--- src/rtl/uart_rx_fifo.sv ---
// UART receiver with a first-word-fall-through receive FIFO and active-low RTS.
// Frames are oversampled at mid-bit; errors are reported as single-cycle pulses.
module uart_rx_fifo #(
  parameter int CLK_FREQ      = 12000000,
  parameter int BAUD_RATE     = 115200,
  parameter int DATA_BITS     = 8,
  parameter int PARITY        = 0,
  parameter int STOP_BITS     = 1,
  parameter int FIFO_DEPTH    = 16,
  parameter int RTS_THRESHOLD = 12
) (
  input  logic                          clk,
  input  logic                          reset,
  input  logic                          rx,
  output logic                          rts,
  input  logic                          rd_en,
  output logic [DATA_BITS-1:0]          data_out,
  output logic                          data_valid,
  output logic [$clog2(FIFO_DEPTH):0]   fifo_count,
  output logic                          frame_err,
  output logic                          parity_err,
  output logic                          overrun
);

  localparam int TICKS = CLK_FREQ / BAUD_RATE;
  localparam int HALF  = TICKS / 2;
  localparam int CNT_W = $clog2(TICKS + 1);
  localparam int BIT_W = $clog2(DATA_BITS + 1);
  localparam int PTR_W = $clog2(FIFO_DEPTH);
  localparam int FCW   = PTR_W + 1;

  localparam logic [CNT_W-1:0] TICK_LAST = CNT_W'(TICKS - 1);
  localparam logic [CNT_W-1:0] HALF_CNT  = CNT_W'(HALF);
  localparam logic [BIT_W-1:0] BIT_LAST  = BIT_W'(DATA_BITS - 1);
  localparam logic [FCW-1:0]   FULL_CNT  = FCW'(FIFO_DEPTH);
  localparam logic [FCW-1:0]   RTS_CNT   = FCW'(RTS_THRESHOLD);
  localparam logic             STOP_LAST = 1'(STOP_BITS - 1);

  typedef enum logic [2:0] {
    S_IDLE,
    S_START,
    S_DATA,
    S_PARITY,
    S_STOP,
    S_BREAK
  } state_t;

  state_t                 state;
  logic                   rx_meta;
  logic                   rx_sync;
  logic [CNT_W-1:0]       cnt;
  logic [BIT_W-1:0]       bit_idx;
  logic                   stop_idx;
  logic [DATA_BITS-1:0]   shift_reg;
  logic                   par_acc;
  logic                   par_ok;

  logic [DATA_BITS-1:0]   mem [FIFO_DEPTH];
  logic [PTR_W-1:0]       wr_ptr;
  logic [PTR_W-1:0]       rd_ptr;
  logic [FCW-1:0]         count;
  logic [FCW-1:0]         count_next;

  logic                   tick;
  logic                   frame_done;
  logic                   pop;
  logic                   push;

  always_ff @(posedge clk) begin
    if (reset) begin
      rx_meta <= 1'b1;
      rx_sync <= 1'b1;
    end else begin
      rx_meta <= rx;
      rx_sync <= rx_meta;
    end
  end

  // A pop in the same cycle frees the slot, so a full FIFO can still accept the frame.
  always_comb begin
    tick       = (cnt == TICK_LAST);
    frame_done = (state == S_STOP) && tick && rx_sync && (stop_idx == STOP_LAST);
    pop        = rd_en && data_valid;
    push       = frame_done && par_ok && ((count != FULL_CNT) || pop);
    count_next = count;
    if (push && !pop) begin
      count_next = count + 1'b1;
    end else if (!push && pop) begin
      count_next = count - 1'b1;
    end
  end

  always_ff @(posedge clk) begin
    if (reset) begin
      state      <= S_IDLE;
      cnt        <= '0;
      bit_idx    <= '0;
      stop_idx   <= 1'b0;
      shift_reg  <= '0;
      par_acc    <= 1'b0;
      par_ok     <= 1'b1;
      frame_err  <= 1'b0;
      parity_err <= 1'b0;
      overrun    <= 1'b0;
    end else begin
      frame_err  <= 1'b0;
      parity_err <= 1'b0;
      overrun    <= 1'b0;
      cnt        <= cnt + 1'b1;
      case (state)
        S_IDLE: begin
          if (!rx_sync) begin
            state <= S_START;
            cnt   <= '0;
          end
        end
        S_START: begin
          if (cnt == HALF_CNT) begin
            if (rx_sync) begin
              state <= S_IDLE;
            end else begin
              state    <= S_DATA;
              cnt      <= '0;
              bit_idx  <= '0;
              stop_idx <= 1'b0;
              par_acc  <= 1'b0;
              par_ok   <= 1'b1;
            end
          end
        end
        S_DATA: begin
          if (tick) begin
            cnt       <= '0;
            shift_reg <= {rx_sync, shift_reg[DATA_BITS-1:1]};
            par_acc   <= par_acc ^ rx_sync;
            if (bit_idx == BIT_LAST) begin
              state <= (PARITY != 0) ? S_PARITY : S_STOP;
            end else begin
              bit_idx <= bit_idx + 1'b1;
            end
          end
        end
        S_PARITY: begin
          if (tick) begin
            cnt    <= '0;
            par_ok <= (PARITY == 1) ? (par_acc ^ rx_sync) : ~(par_acc ^ rx_sync);
            state  <= S_STOP;
          end
        end
        S_STOP: begin
          // Leaving at mid-stop gives half a bit of slack to catch the next start edge.
          if (tick) begin
            cnt <= '0;
            if (!rx_sync) begin
              frame_err <= 1'b1;
              state     <= S_BREAK;
            end else if (stop_idx == STOP_LAST) begin
              state <= S_IDLE;
              if (!par_ok) begin
                parity_err <= 1'b1;
              end else if (!push) begin
                overrun <= 1'b1;
              end
            end else begin
              stop_idx <= stop_idx + 1'b1;
            end
          end
        end
        S_BREAK: begin
          if (rx_sync) begin
            state <= S_IDLE;
          end
        end
        default: state <= S_IDLE;
      endcase
    end
  end

  always_ff @(posedge clk) begin
    if (reset) begin
      wr_ptr <= '0;
      rd_ptr <= '0;
      count  <= '0;
      rts    <= 1'b0;
    end else begin
      if (push) begin
        wr_ptr <= wr_ptr + 1'b1;
      end
      if (pop) begin
        rd_ptr <= rd_ptr + 1'b1;
      end
      count <= count_next;
      rts   <= (count_next >= RTS_CNT);
    end
  end

  always_ff @(posedge clk) begin
    if (push) begin
      mem[wr_ptr] <= shift_reg;
    end
  end

  assign data_valid = (count != '0);
  assign data_out   = data_valid ? mem[rd_ptr] : '0;
  assign fifo_count = count;

endmodule

--- config.mk ---
export PLATFORM = sky130hd
export DESIGN_NAME = uart_rx_fifo
export DESIGN_NICKNAME = d
export VERILOG_FILES = /design/src/rtl/uart_rx_fifo.sv
export SDC_FILE = /design/constraint.sdc
export NUM_CORES = 1
export LEC_CHECK = 0
export BUFFER_PORTS_ARGS = -buffer_cell sky130_fd_sc_hd__buf_2
export CAP_MARGIN = 20
export CORE_ASPECT_RATIO = 0.6
export CORE_MARGIN = 5
export CORE_UTILIZATION = 40
export CTS_CLUSTER_DIAMETER = 150
export DETAILED_ROUTE_END_ITERATION = 10
export PLACE_DENSITY = 0.61
export SLEW_MARGIN = 20
export SYNTH_ARGS = -nofsm -noshare
export SYNTH_HDL_FRONTEND = slang
export SYNTH_SLANG_ARGS = --single-unit
--- constraint.sdc ---
create_clock -name clk -period 2.98 [get_ports clk]
set_input_delay 0.149 -clock clk [delete_from_list [all_inputs] [get_ports clk]]
set_output_delay 0.149 -clock clk [all_outputs]
set_load 0.03 [all_outputs]
# After elaboration in Yosys (flattened, before gate mapping)

Memories as Yosys holds them, arrays and structs flattened. A register that Yosys moved wholly into a read port is not among the register bits.
Index checks and enable logic that the tools add are counted.

Bits in registers: 44
Bits in latches: 0
RAM bits: 128
Memory bits (read-only): 0
Bits of input ports: 4
Output and inout bits: 18
Word-level logic and storage cells: 120
Memories: 1

Memory list:

| name | words | bits a word | rd ports | clocked after memory_dff | wr ports | line | source |
|---|---|---|---|---|---|---|---|
| mem  | 16    | 8           | 1        | 1                        | 1        | 58   | `logic [DATA_BITS-1:0] mem [FIFO_DEPTH];` |

Add/sub/neg operators: 7
Multipliers: 0
Divide/modulo/power cells: 0
$lt $le $gt $ge: 1
Equality and inequality tests: 20
Shift operators: 0
Multiplexer cells: 42
Bitwise gates (word level): 7
Reduce and logical (&&, ||, !) cells: 26

Operators by type and width:

| kind                | count |
|---|---|
| $mux 3              | 9 |
| $mux 4              | 6 |
| $mux 7              | 3 |
| $pmux 7 s3          | 1 |
| $ne 2x2->1 const B  | 10 |
| $pmux 3 s6          | 1 |
| $mux 1              | 14 |
| $add 4x1->4 const B | 3 |
| $mux 5              | 2 |
| $reduce_and 5->1    | 2 |
| $logic_and 1x1->1   | 8 |
| $mux 8              | 1 |
| $pmux 4 s2          | 1 |
| $reduce_and 4->1    | 2 |
| $reduce_and 8->1    | 1 |
| $add 7x1->7 const B | 1 |
| $eq 7x6->1 const B  | 1 |
| $eq 7x7->1 const B  | 1 |
| $eq 3x2->1 const B  | 2 |
| $eq 3x3->1 const B  | 2 |
| $not 1->1           | 6 |
| $pmux 1 s2          | 3 |
| $reduce_bool 2->1   | 3 |
| $reduce_or 3->1     | 2 |
| 17 further kinds    | 18 |

# Logic depth before layout (Yosys ltp)

Word-level depth: 11
Gate-level depth with buffers: 9
Mapped depth without buffers: 8

# Least setup slack after synthesis

No wires, ideal clock.

Path type: register to register
Start: register count[0], in the netlist fifo_count[0]
End: memory mem[0][0], enable pin
Setup time: 395 ps
Data arrival time: 2631 ps
Path slack: -46 ps
Stages on the path, launching flop included: 8
Buffers on the path: 1
Period minus slack after synthesis: 3026 ps
Path through: dfxtp_1 inv_1 ha_1 nor3b_1 and3b_1 or4_4 buf_6 nor4_1

Longest elaborated chain between the ends: 6
Elaborated cells on any way between the ends: 7

RTL lines:

| what                             | line | source |
|---|---|---|
| from (decl)                      | 61   | `logic [FCW-1:0] count;` |
| from (signal assigned)           | 192  | `count <= count_next;` |
| $reduce_bool 5->1                | 203  | `assign data_valid = (count != '0);` |
| $logic_and 1x1->1                | 83   | `pop = rd_en && data_valid;` |
| $logic_or 1x1->1 (*)             | 84   | `push = frame_done && par_ok && ((count != FULL_CNT) \|\| pop);` |
| $logic_and 1x1->1 (*)            | 84   |  |
| $mux 1 (*)                       | 198  | `if (push) begin` |
| $mux 1 (not written as such) (*) | 199  | `mem[wr_ptr] <= shift_reg;` |
| to (decl)                        | 58   |  |

Mark *: on every way between the ends. The rest lies on a longest branch, timed or not.

==> results_dict.tcl <==
set metrics [dict create \
    status "finished, final reports clean" \
    synthTopCellsByCount "edfxtp_1, dfxtp_1, mux4_2, nor2_1, nand2_1" \
    die_h_um 113.9 \
    period_share 0.9416 \
    setup_violations 0 \
    syn-mean-instance-area_um2 15.53 \
    fmax_ghz 0.3564 \
    via_per_inst 5.366 \
    critPathLaunchType "register" \
    syn_nets 477 \
    hp-start "rd_en" \
    arrival_ns 2.66 \
    pin_count 22 \
    reg2reg_from "fifo_count[1]$_SDFF_PP0_" \
    drt_iter0_drc 371 \
    routed_wirelength_um 14860 \
    fin_skew_ns 0.01142 \
    cts_buffers 17 \
    ys_seq_elements 175 \
    synth_area_leaders "edfxtp_1, dfxtp_1, mux4_2" \
    cp_slowest_cell "mux4_2" \
    ir_worst_vdd_v 0.0004435 \
    grt_max_degree 38 \
    dieWidth_um 183.1 \
    clk_latency_ns 0.42 \
    fin_tns_setup_ns 0 \
    yosys.area.top_type_share 0.5344 \
    cts_tree "built" \
    synthArstFlopShare 0 \
    start_util 0.4023 \
    drt-pass1-iter-count 5 \
    grt_antenna_before_repair 0 \
    cpMostUsedCell "mux4_2" \
    gp_congestion 0.8181 \
    fill_cells 1556 \
    ys.flop_type "edfxtp_1" \
    r2r_slack_ns 0.33 \
    largest_reg_flops 128 \
    hold_path_depth 4 \
    rsz0062_at_grt "no" \
    syn_area_mm2 0.007192 \
    grt_first_pass_wirelength_um 23050 \
    max-cap-violations 0 \
    port_buffers 21 \
    yosysTopAreaCell "edfxtp_1" \
    ant_nets 0 \
    r2r_end "mem[8][5]$_DFFE_PP_" \
    critical_path_class "register to primary output" \
    synth_edf_count 128 \
    dp_hpwl_um 9807 \
    grt_pass1_vias 3772 \
    critPathMaxFanout 24 \
    fin_crit_ns 2.806 \
    yosysMostFrequentCell "edfxtp_1" \
    grt.overflow.total 0 \
    reg2regPathDepth 7 \
    antennaDiodeCount 0 \
    cts.sinks 175 \
    cts_max_path_buffers 2 \
    core_area_mm2 0.01788 \
    path_depth 5 \
    post_cts_buffers 0 \
    cts_root_buffer "clkbuf_16" \
    grt_use_total 0.1484 \
    drive_above_1_share 0.2323 \
    required_ns 2.83 \
    area_delta_synth_final_pct 14.02 \
    drc_errors 0 \
    cp_num_buf_inv 2 \
    dieArea_mm2 0.02085 \
    hold_end "fifo_count[2]$_SDFF_PP0_" \
    seq_area_frac_synth 0.6653 \
    layout.nets 509 \
    htreeDepth 4 \
    synth_cells 463 \
    finalPower_mw 6.108 \
    worst_setup_path_end_kind "primary output" \
    clk_pin_slew_worst_paths_ns 0.07 \
    avgRoutedWirePerCell_um 19.86 \
    slew_headroom 0.4214 \
    hold_viol 0 \
    synth_warnings 0 \
    worstPathCellList "buf_12 -> mux4_2 -> mux4_2 -> and2_1 -> buf_2" \
    slowest_delay_ns 0.62 \
    p_leak_nw 2.724 \
    hold_class "input pin to register" \
    vias 4014 \
    synth_cell_types 57 \
    p_per_area_mw_per_mm2 744.8 \
    worstMarginPinSlew_ns 0.8666 \
    drv_slew 0 \
    critical_path.top_delay_family "multiplexers" \
    rows 38 \
]
-- per-stage QoR --
step	cell area, um2	setup slack [ns]	hold WS [ns]	cells	util
after CTS	8198	0.04946	0.1654	748	0.4586
after global routing	8200	0.06232	0.2298	748	0.4587
after global placement	7627	0.4371	0.3312	715	0.4267
after floorplan	7192	-0.04612	0.2528	463	-
after detailed placement	7627	0.3476	0.3330	715	0.4267
final	8200	0.1739	0.1879	748	0.4587
-- timing repair --
item / CTS / global route
endpoints found under the setup margin: 0 / 6
endpoints found under the hold margin: 1 / 0
hold buffers: 1 / 0
gates resized for setup: 0 / 1
-- cell usage in the layout (no fill, tap or decap), types with 11 or more instances in the layout --
cell type,count
dfxtp_1,46
mux4_2,40
edfxtp_1,128
and2_1,16
clkbuf_16,17
mux2i_1,11
nor2_1,40
buf_4,16
inv_1,16
buf_2,21
nand2_1,19
-- cell families after synthesis --
| group | after synthesis | synth area share |
|---|---|---|
| fa+ha+maj | 10 | 0.01740 |
| mux | 51 | 0.1406 |
| flops | 175 | 0.6653 |
| compound gates | 30 | 0.02766 |
| buf+inv | 42 | 0.02470 |
| simple gates | 141 | 0.1073 |
| xor+xnor | 14 | 0.01705 |
-- how the worst max path moves through the flow --
stage	start	slack (ns)	end
detailed placement	fifo_count[0]$_SDFF_PP0_	0.35	mem[8][7]$_DFFE_PP_
finish	register	0.17	data_out[4]
global route	register	0.06	data_out[4]
global placement	fifo_count[0]$_SDFF_PP0_	0.44	mem[8][3]$_DFFE_PP_
CTS	register	0.05	data_out[4]
floorplan	fifo_count[0]$_SDFF_PP0_	-0.05	mem[0][0]$_DFFE_PP_
-- where the power goes --
group / switching (mW) / total (mW) / internal [mW]
Combinational: 0.695 / 1.26 / 0.568
Clock: 0.946 / 2.11 / 1.16
Sequential: 0.102 / 2.73 / 2.63
-- layout make-up --
cell class / count / area (um2) / area share
clock inverter: 14 / 131.4 / 0.01602
multi-input combinational: 246 / 2236 / 0.2727
sequential: 175 / 4788 / 0.5839
timing repair buffer: 39 / 255.2 / 0.03113
clock buffer: 18 / 429.2 / 0.05233
inverter: 16 / 60.06 / 0.007324
tap: 240 / 300.3 / 0.03662
-- worst reg2reg max path, stage by stage, from the launching register on --
cell     delay, ns
dfxtp_1       0.45
inv_1         0.07
ha_1          0.22
nor3b_1       0.17
and3b_1       0.22
or4_4         0.48
nor3b_4       0.27
and2_1        0.42
-- layer usage --
metal / wire (um) / GRT usage
met1: 7289 / 0.2277
met2: 6260 / 0.2069
met3: 1223 / 0.05003
met4: 82 / 0.02679
met5: 0 / 0
Note: power is estimated with default switching activity, not from simulation.
